--- src/rtl/dmem_stall_responder.sv ---
// MEM-stage load/store responder: issues one access to a variable-latency data
// memory, stalls the front of the pipeline while it is outstanding, and holds the result.
module dmem_stall_responder #(
   parameter int unsigned TIMEOUT  = 64,
   parameter logic [31:0] ERR_DATA = 32'hDEADBEEF
) (
   input  logic        clk,
   input  logic        rstn,
   input  logic        op_valid,
   input  logic        op_we,
   input  logic [31:0] op_addr,
   input  logic [31:0] op_wdata,
   input  logic        op_flush,
   input  logic        mw_adv,
   output logic        mem_req_valid,
   output logic        mem_req_we,
   output logic [31:0] mem_req_addr,
   output logic [31:0] mem_req_wdata,
   input  logic        mem_req_ready,
   input  logic        mem_rsp_valid,
   input  logic [31:0] mem_rsp_rdata,
   output logic        stall_req,
   output logic [31:0] rdata_out,
   output logic        err_timeout
);

   localparam int unsigned CW = $clog2(TIMEOUT) + 1;
   localparam logic [CW-1:0] CNT_LAST = CW'(TIMEOUT - 1);

   typedef enum logic [1:0] {
      ST_IDLE,
      ST_REQ,
      ST_WAIT,
      ST_DONE
   } state_t;

   state_t        state_q, state_d;
   logic          we_q, we_d;
   logic [31:0]   addr_q, addr_d;
   logic [31:0]   wdata_q, wdata_d;
   logic [31:0]   rdata_q, rdata_d;
   logic          err_q, err_d;
   logic [CW-1:0] cnt_q, cnt_d;

   always_ff @(posedge clk) begin
      if (!rstn) begin
         state_q <= ST_IDLE;
         we_q    <= 1'b0;
         addr_q  <= '0;
         wdata_q <= '0;
         rdata_q <= '0;
         err_q   <= 1'b0;
         cnt_q   <= '0;
      end else begin
         state_q <= state_d;
         we_q    <= we_d;
         addr_q  <= addr_d;
         wdata_q <= wdata_d;
         rdata_q <= rdata_d;
         err_q   <= err_d;
         cnt_q   <= cnt_d;
      end
   end

   always_comb begin
      state_d       = state_q;
      we_d          = we_q;
      addr_d        = addr_q;
      wdata_d       = wdata_q;
      rdata_d       = rdata_q;
      err_d         = 1'b0;
      cnt_d         = cnt_q;
      stall_req     = 1'b0;
      mem_req_valid = 1'b0;

      case (state_q)
         ST_IDLE: begin
            if (op_valid && !op_flush) begin
               stall_req = 1'b1;
               we_d      = op_we;
               addr_d    = op_addr;
               wdata_d   = op_wdata;
               state_d   = ST_REQ;
            end
         end
         ST_REQ: begin
            stall_req     = 1'b1;
            mem_req_valid = 1'b1;
            if (mem_req_ready) begin
               cnt_d = '0;
               // A zero-wait memory may answer in the accept cycle itself.
               if (mem_rsp_valid) begin
                  if (!we_q) rdata_d = mem_rsp_rdata;
                  state_d = ST_DONE;
               end else begin
                  state_d = ST_WAIT;
               end
            end
         end
         ST_WAIT: begin
            stall_req = 1'b1;
            if (mem_rsp_valid) begin
               if (!we_q) rdata_d = mem_rsp_rdata;
               state_d = ST_DONE;
            end else if (cnt_q == CNT_LAST) begin
               if (!we_q) rdata_d = ERR_DATA;
               err_d   = 1'b1;
               state_d = ST_DONE;
            end else if (cnt_q != '1) begin
               cnt_d = cnt_q + 1'b1;
            end
         end
         ST_DONE: begin
            // The finished op is still presented; only MEM/WB advancing releases it.
            if (mw_adv) state_d = ST_IDLE;
         end
         default: state_d = ST_IDLE;
      endcase
   end

   assign mem_req_we    = we_q;
   assign mem_req_addr  = addr_q;
   assign mem_req_wdata = wdata_q;
   assign rdata_out     = rdata_q;
   assign err_timeout   = err_q;

endmodule

--- config.mk ---
export PLATFORM = sky130hd
export DESIGN_NAME = dmem_stall_responder
export DESIGN_NICKNAME = d
export VERILOG_FILES = /design/src/rtl/dmem_stall_responder.sv
export SDC_FILE = /design/constraint.sdc
export NUM_CORES = 1
export LEC_CHECK = 0
export ABC_AREA = 0
export BUFFER_PORTS_ARGS = -buffer_cell sky130_fd_sc_hd__buf_4
export CAP_MARGIN = 10
export CORE_ASPECT_RATIO = 0.7
export CORE_MARGIN = 1.5
export CORE_UTILIZATION = 49
export DETAILED_ROUTE_END_ITERATION = 10
export PLACE_DENSITY = 0.85
export SLEW_MARGIN = 20
export SYNTH_ARGS = -nofsm -noshare
export SYNTH_HDL_FRONTEND = slang
export SYNTH_SLANG_ARGS = --single-unit
--- constraint.sdc ---
create_clock -name clk -period 3.3 [get_ports clk]
set_input_delay 0 -clock clk [delete_from_list [all_inputs] [get_ports clk]]
set_output_delay 0 -clock clk [all_outputs]
set_load 0.01 [all_outputs]
# [Yosys cells after proc, flatten, opt, wreduce, memory -nomap -nowiden]
# Cells that the tools add are included.
# W data, S select, Z words.
[op_classes] addsub=1 n_eq_ne=14 n_mux=23 n_bitwise=2 n_reduce_logical=10
[ops] cell="$mux W32" count=6
[ops] cell="$pmux W32 S2" count=1
[ops] cell="$mux W7" count=4
[ops] cell="$ne A2 B2 Y1 const B" count=7
[ops] cell="$pmux W7 S2" count=1
[ops] cell="$mux W2" count=5
[ops] cell="$reduce_and A5 Y1" count=2
[ops] cell="$pmux W2 S4" count=1
[ops] cell="$add A7 B1 Y7 const B" count=1
[ops] cell="$eq A7 B6 Y1 const B" count=1
[ops] cell="$ne A7 B7 Y1 const B" count=1
[ops] cell="$ne A3 B3 Y1 const B" count=2
[ops] cell="$eq A2 B2 Y1 const B" count=2
[ops] cell="$mux W1" count=4
[ops] cell="$reduce_and A4 Y1" count=1
[ops] cell="$reduce_or A3 Y1" count=1
[ops] cell="$eq A2 B1 Y1 const B" count=1
[ops] cell="$logic_not A2 Y1" count=1
[ops] cell="$not A1 Y1" count=2
[ops] cell="$pmux W1 S2" count=1
[ops] cell="$reduce_and A2 Y1" count=1
[ops] cell="$reduce_bool A2 Y1" count=1
[ops] cell="$reduce_or A2 Y1" count=1
[ops] cell="$logic_and A1 B1 Y1" count=1
[ops] cell="$logic_not A1 Y1" count=1
[totals] ff_bits=107 input_bits=104 output_inout_bits=100 wordCells=57

# [Depth between registers and ports, before layout]
# Gate-level depths: netlist of run 1.
[depth] ltp_word=5 ltp_mapped=8 mapped_depth_nobuf=6

# [Worst setup path before layout of run 1]
# Ideal clock, no wire load.
[synth_timing] path_kind="flip-flop to flip-flop" startpoint="register state_q[1]" endpoint="register rdata_q[10] (netlist: rdata_out[10])" setup_time_ns=0.119 t_arrival_ns=1.649 required_ns=3.181 path_slack_ns=1.532 path_stages_with_launch=8 path_buffers=2 synth_period_minus_slack_ns=1.768 path_cell_list="dfxtp_1 -> inv_1 -> ha_1 -> clkbuf_2 -> mux2_2 -> nand3b_1 -> buf_2 -> o221a_2"
[synth_between] elab_chain_len=3 elab_cells_between_ends=9 cone_classes="eq/ne: 6; mux: 1; reduce/logical: 2"
[synth_rtl] item="start: declaration" line_no="37" text="state_t state_q, state_d;"
[synth_rtl] item="start signal: assignment" line_no="55" text="state_q <= state_d;"
[synth_rtl] item="$eq A2 B2 Y1 or $eq A2 B1 Y1 (tied branches)" line_no="76" text="case (state_q)"
[synth_rtl] item="$ne A3 B3 Y1 (no line) (tied with other cells)"
[synth_rtl] item="$reduce_and A5 Y1 (no line)"
[synth_rtl] item="end signal: assignment" line_no="59" text="rdata_q <= rdata_d;"
[synth_rtl] item="end: declaration" line_no="41" text="logic [31:0] rdata_q, rdata_d;"
# Several ways; a longest one is shown, not always the timed one.
# A chain may end at the register's enable or synchronous reset.

# [Worst setup path after layout of run 1]
[layout_timing] startpoint="register state_q[0]" endpoint="register rdata_q[15] (netlist: rdata_out[15])"
# Same word-level chain as after synthesis.

==> results.txt, run 1 <==
- Part of the total power dissipated in the clock network: 0.280
* Deepest level of the CTS H-tree: 3
- The routed design could run at a clock period as short as 2.462 ns.
- Global routing finished with a remaining overflow of 0.
* Number of ports placed on the die boundary: 204
- Maximum capacitance violations: 0
* Die span in y: 79.83 µm
* TritonCTS buffer count: 9
- Clock skew on the completed layout was measured at 0.005221 ns.
* Max Fanout on Critical Path: 24
- The region available for standard cell placement spans 8006 µm².
* Hold Path Sink: err_timeout
- Setup slack on the worst flop-to-flop path: 0.84 ns
* Maximum vdd ir drop: 0.4108 mV
- HPWL Detailed: 8060 µm
- Fin nets: 841
- Summing every instance area after synthesis gives 4131 µm².
- PD cells: 559.1 nW/µm²
- The via count of the first global-routing pass was 4,662.
* Final-report max-slew violation count: 0
- In the final timing run, aggregate negative setup slack is 0 ns.
- Measured along the x axis, the die boundary spans 112.8 µm.
- Synthesis inferred 107 register bits.
* Total of endpoints with negative setup slack in the final report: 0
- Most instantiated flip-flop cell in the synthesis netlist: dfxtp_1
* DR WL/cell: 17.20 µm
- Maximum buffer depth of the clock tree: 2
* Number of hold violations in the final report: 0
* Nature of the critical path endpoint: register
- Synthesized instance count: 450
- Leaving out fill and tap cells, the most frequent cell in the layout is buf_4.
- CTS saw 107 sinks.
- Number of remaining DRC errors: 0
* DRT Pass-1 Iters: 4
- For the pin with the worst max-slew slack, the measured transition is 0.9564 ns.
* Switching component of the power: 0.001217 W
- The number of cells on the worst reg-to-reg path is 5.
- At the worst endpoint, the arrival time is 2.69 ns.
- In this run the mean area of a mapped cell was 9.181 µm².
* Yosys Warn Count: 0
- Clock root buffer: clkbuf_16
- Element type at the critical path start: register
- Derived from the worst setup path, the maximum achievable clock frequency is 406.1 MHz.
- Initial standard-cell utilization of the core: 0.5160
- Clock transition at the registers of the reported paths: 0.07 ns
* Leak Pwr: 3.019 nW
* Critical Setup Path Class: reg2reg
- The startpoint identified for the worst hold timing path is mem_rsp_valid.
- Input and output buffers added on the ports amount to 203.
- Type of the worst min-delay path: in2reg
* Number of distinct library cells after synthesis: 38
- Area of the die: 9000 µm²
- The worst hold path was traced through 3 stages.
- The finished cells cover 6960 µm².
- The internal power of the cells totals 0.002675 W.
- The routed design has 14,410 µm of wire.
- Once detail routing completed, the nets flagged for antenna violations numbered 0.
- Once placement finished, the instance area stood at 5683 µm².
- Post-CTS setup repair buffer count: 0
- The first global-routing pass estimated 22,310 µm of wire.
- Relative contribution of combinational cells to total power: 0.313
- The routed layout has 4,418 vias.
- The initialized floorplan defines 27 standard-cell rows.
* Number of enable-type register cells in the synthesized netlist: 0
* Placer congestion estimate: 0.8258
- In this run the critical register-to-register path is launched from state_q[0].
* Initial detailed-routing violation count: 309
- Final period util: 0.7462
- Outcome: completed
* Share of post-route cells with drive strength above 1: 0.3424
* Insertion delay to the later sink of the worst-skew pair: 0.35 ns
* Ratio of routed vias to standard cells: 5.272
- Switching share of power: 0.3127
- Of the total power, registers draw 0.407.
* Largest net degree at the start of global routing: 63
- Required time of the critical path: 3.53 ns
* TritonCTS clock tree: yes
- Worst reg2reg path endpoint: rdata_out[15]
* Share of flip-flops with an asynchronous set or reset: 0
- Relative to the synthesized area, the layout overhead comes to 68.47%.
* Share of the yosys chip area belonging to registers: 0.5185
- RSZ-0062 raised after global routing: false
- Net Count, Synth: 560
- The top cell types in the final layout, fill and taps aside, are 206 x buf_4, 153 x nand2_1, 107 x dfxtp_1.
- Antenna violations before repair: 1
* Total Routing Usage GR: 0.3173
- Number of gates resized after cts: 0
* Max-Slew Margin vs Limit: 0.3605
==> metrics by stage <==
step	total power, W	setup slack (ns)	util	hold slack, ns	std cells
2_1_floorplan	0.002189	1.532	-	0.1421	450
3_3_place_gp	0.002620	1.112	0.7073	0.2605	723
3_5_place_dp	0.002685	0.9450	0.7098	0.2656	724
4_1_cts	0.003848	0.9293	0.8690	0.09220	837
5_1_grt	0.004064	0.6179	0.8694	0.1146	838
6_report	0.003892	0.8376	0.8694	0.1045	838
==> power groups by stage <==
stage	registers, W	logic [W]	clock network (W)
global placement	0.00159	0.00103	0
global route	0.00160	0.00132	0.00115
finish	0.00158	0.00122	0.00109
detailed placement	0.00160	0.00109	0
floorplan	0.00166	0.000532	0
CTS	0.00157	0.00119	0.00109
==> cell families after synthesis <==
logic type                 count (synthesis)  synth area share
xor gates and xnor gates                   5           0.01060
AOI/OAI and AO/OA                        103            0.2135
and+or+nand+nor                          177            0.1684
adders and majority gates                  6           0.01817
muxes                                     12           0.02938
buffers and inverters                     40           0.04149
DFF                                      107            0.5185
==> area by class of cell <==
class	count	area [µm²]
Fill cell	389	1046
Sequential cell	107	2142
Tap cell	101	126.4
Clock buffer	10	239.0
Clock inverter	6	65.06
Timing Repair Buffer	304	2537
Inverter	6	22.52
Antenna cell	1	2.502
Multi-Input combinational cell	303	1826
==> registers in the layout (all words and copies together), names as in the netlist <==
signal / cells
cnt_q: 7
err_timeout: 1
mem_req_we: 1
mem_req_wdata: 32
state_q: 2
rdata_out: 32
mem_req_addr: 32
==> critical path, cell delays in order, from the launching register on <==
cell and delay [ns]:
dfxtp_1 0.34, inv_1 0.14, ha_1 0.41, mux2_2 0.25, nand3b_1 0.66, o221a_2 0.54
==> per-layer routing <==
layer,part of all wire,global-route usage,routed length [µm],vias to the layer above
met1,0.37,0.3156,5343,2093
met5,0,0,0,-
met4,0.053,0.1924,765,0
met3,0.050,0.07062,717,64
met2,0.53,0.6098,7588,183
li1,-,-,-,2078
==> synthesized netlist by cell type (3+ instances only) <==
cell type  instances  share of area
nand2_1          153           0.14
dfxtp_1          107           0.52
a21boi_0          65           0.12
o221a_2           25          0.068
clkbuf_1          15          0.014
mux2i_1           11          0.027
nor2_1            11          0.010
buf_1              9         0.0082
buf_2              7         0.0085
ha_1               6          0.018
inv_1              6         0.0055
xnor2_1            4         0.0085
nor2b_1            3         0.0045
==> timing repair <==
action / CTS / global route
endpoints found under the hold margin: 97 / 0
hold buffers: 97 / 0
endpoints found under the setup margin: 0 / 0
==> how the worst max path moves through the flow <==
stage	slack (ns)	end	start	cells after the start
finish	0.84	rdata_out[15]	state_q[0]	5
CTS	0.93	rdata_out[16]	state_q[0]	5
floorplan	1.53	rdata_out[10]	state_q[1]	7
detailed placement	0.95	rdata_out[16]	state_q[0]	5
global placement	1.11	rdata_out[16]	state_q[0]	5
global route	0.62	rdata_out[15]	state_q[0]	5
Power figures use the tool's default switching activity.
==> run 2: changes to the inputs <==
--- a/config.mk
+++ b/config.mk
@@ -10,9 +10,9 @@
 export CAP_MARGIN = 10
 export CORE_ASPECT_RATIO = 0.7
 export CORE_MARGIN = 1.5
-export CORE_UTILIZATION = 49
+export CORE_UTILIZATION = 41
 export DETAILED_ROUTE_END_ITERATION = 10
-export PLACE_DENSITY = 0.85
+export PLACE_DENSITY = 0.76
 export SLEW_MARGIN = 20
 export SYNTH_ARGS = -nofsm -noshare
 export SYNTH_HDL_FRONTEND = slang
==> constraint.sdc (replaced) <==
create_clock -name clk -period 2.2 [get_ports clk]
set_input_delay 0 -clock clk [delete_from_list [all_inputs] [get_ports clk]]
set_output_delay 0 -clock clk [all_outputs]
set_load 0.01 [all_outputs]
==> run 2 against run 1 <==
  * Global-route usage shrank 8.4 points
  * Die area grew 19%
  * Clock skew grew 0.0025 ns
  * Critical path type unchanged
==> results.txt, run 2 (synthesis results as in run 1) <==
- The number of buffers and inverters on the critical path is 1.
* Ant. Diodes: 0
- The first detailed-routing pass took 4 iterations.
- The initial utilization of the core area, before any placement, comes to 0.4233.
* Nature of the critical path endpoint: register
- TritonCTS buffer count: 9
* Number of global-route vias before repair: 4,234
- Type of the worst min-delay path: in2reg
- Required time of the critical path: 2.41 ns
* Master of the slowest instance on the critical path: a2111oi_1
- The clock tree synthesis step divided the H-tree into 3 levels.
- Clock tree synthesis selected as its root buffer the cell clkbuf_16.
* Total non-filler cell area in the finished layout: 7003 µm²
- In the final layout, the share of cells above drive strength 1 is 0.3406.
- After detailed routing, the total wire length is 12,840 µm.
* Most frequent standard cell in the layout excluding fill and tap cells: buf_4
- Total Routing Usage GR: 0.2338
- For this run, the top clock speed supported by timing is 514.1 MHz.
- The die is 86.99 µm tall.
- Summing all placed instances gives a cell area of 5749 µm².
- Final period util: 0.8842
* Element type at the critical path start: register
* Transition at the pin with the smallest max-transition slack: 0.5852 ns
* Clock transition at the registers of the reported paths: 0.07 ns
- For this run, design rule violations remaining after detail routing come to 0.
- Total of endpoints with negative setup slack in the final report: 0
- Maximum buffer depth of the clock tree: 2
* Max Fanout on Critical Path: 10
- The total overflow left after global routing is 0.
- Cell Rows: 30
* Vias: 4,230
* Clock sink count: 107
* Minimum period implied by the final worst setup slack: 1.945 ns
* Commonest cells after routing, fill and taps aside: 205 x buf_4, 153 x nand2_1, 107 x dfxtp_1
- Port bufs: 203
- Wire length of the first global-routing pass: 19,740 µm
- Number of hold violations in the final report: 0
* Die boundary width: 123.0 µm
* Critical Setup Path Class: reg2reg
* Leak Pwr: 3.021 nW
- Once detailed placement completed, the half-perimeter wirelength came to 7969 µm.
- Including well taps, the total number of placed cells is 752.
* Largest net degree at the start of global routing: 66
- Cts hold-fix bufs: 97
- Traced cell by cell, the critical path runs through inv_1 > ha_1 > mux2i_1 > a2111oi_1 > xnor2_1 > nor2_1.
- Max-cap violations in this run came to 0.
* Min-Delay Path Depth: 3
- Path depth of the worst reg2reg path: 6
* Maximum vdd ir drop: 0.4369 mV
- PD cells: 811.9 nW/µm²
- Final core occ: 0.7176
- Once detail routing completed, the nets flagged for antenna violations numbered 0.
- The kind of cell with the highest combined delay along the critical path is compound AO/OA/AOI/OAI gates.
- The flow ran to the end, and the final reports show no timing, DRC or antenna violations.
- In this run the worst setup path begins at state_q[0].
- In the final routed layout, each cell accounts on average for 14.84 µm.
- Initial detailed-routing violation count: 213
* Data arrival time of the critical path: 2.15 ns
- Startpoint of the worst hold path: mem_rsp_valid
* Area growth, synth to finish: 69.50%
- Antenna violations before repair: 0
- Reg-to-Reg Start: state_q[0]
- At the later pin of the worst-skew pair, clock insertion delay measures 0.34 ns.
* Core outline area: 9759 µm²
- The layout has 681 filler cells.
- TritonCTS built the clock tree.
- Fin nets: 842
- Final Instance Count excl. Fillers: 865
- Max-Slew Margin vs Limit: 0.6090
- Pin placement for this block handled 204 I/O pins.
- Final-report max-slew violation count: 0
- Setup total negative slack on the finished layout was measured at 0 ns.
- In the routed layout, each cell is associated on average with a via count of 4.890.
* Placer congestion estimate: 0.7573
- Count of cell instances traversed by the critical path: 6
- Final worst clock skew: 0.007756 ns
* Largest stage delay, worst path: 0.49 ns
* RSZ-0062 raised after global routing: false
- The die covers 10,700 µm².
* Post-CTS setup repair buffer count: 0
- Number of gates resized after cts: 0
[run 2: cell count changes in the layout (fill, tap and decap cells not counted)]
cell and delta:
clkinvlp_4 -1, bufinv_16 -1, clkbuf_8 +1, diode_2 -1, clkinv_2 -1, clkbuf_1 +2
buf_4 -1, buf_12 +2
[run 2: layout make-up]
cell class              instances  area, µm²  share of cell area
well taps                     128      160.2             0.02287
clock inverters                 3      22.52            0.003216
multi-input cells             303       1826              0.2607
flip-flops and latches        107       2142              0.3059
clock buffers                  13      260.3             0.03716
repair buffers                305       2570              0.3670
inverters                       6      22.52            0.003216
[run 2: path summary, 6_finish.rpt]
| check | end | slack (ns) |
|---|---|---|
| worst max-delay path | cnt_q[3] | 0.25 |
| worst min-delay path | err_timeout | 0.11 |
| worst max register to register | cnt_q[3] | 0.25 |
| worst min register to register | cnt_q[6] | 0.46 |
[run 2: layer usage]
layer,part of all wire,track usage,vias to the layer above
met5,0,0,-
met4,0.037,0.1087,0
met3,0.044,0.04777,43
met2,0.51,0.4288,134
met1,0.41,0.2608,1973
li1,-,-,2080
[run 2: worst register-to-register path, cell delays in order, from the launching register on]
cell	delay, ns
dfxtp_1	0.35
inv_1	0.14
ha_1	0.39
mux2i_1	0.21
a2111oi_1	0.50
xnor2_1	0.18
nor2_1	0.06
[run 2: through the flow]
| stage | setup WS [ns] | hold WS, ns | total power [W] |
|---|---|---|---|
| after floorplan | 0.4324 | 0.1421 | 0.003283 |
| after global placement | 0.4610 | 0.2588 | 0.003990 |
| after detailed placement | 0.2970 | 0.2679 | 0.004055 |
| after CTS | 0.2775 | 0.09162 | 0.005711 |
| after global routing | 0.06901 | 0.1173 | 0.005984 |
| final | 0.2547 | 0.1061 | 0.005686 |
[run 2: power by group]
group | leakage, nW | switching, W | internal, W | total [W]
combinational | 2.02 | 0.000884 | 0.000927 | 0.00181
sequential | 0.870 | 0.000163 | 0.00220 | 0.00236
clock | 0.128 | 0.000682 | 0.000831 | 0.00151
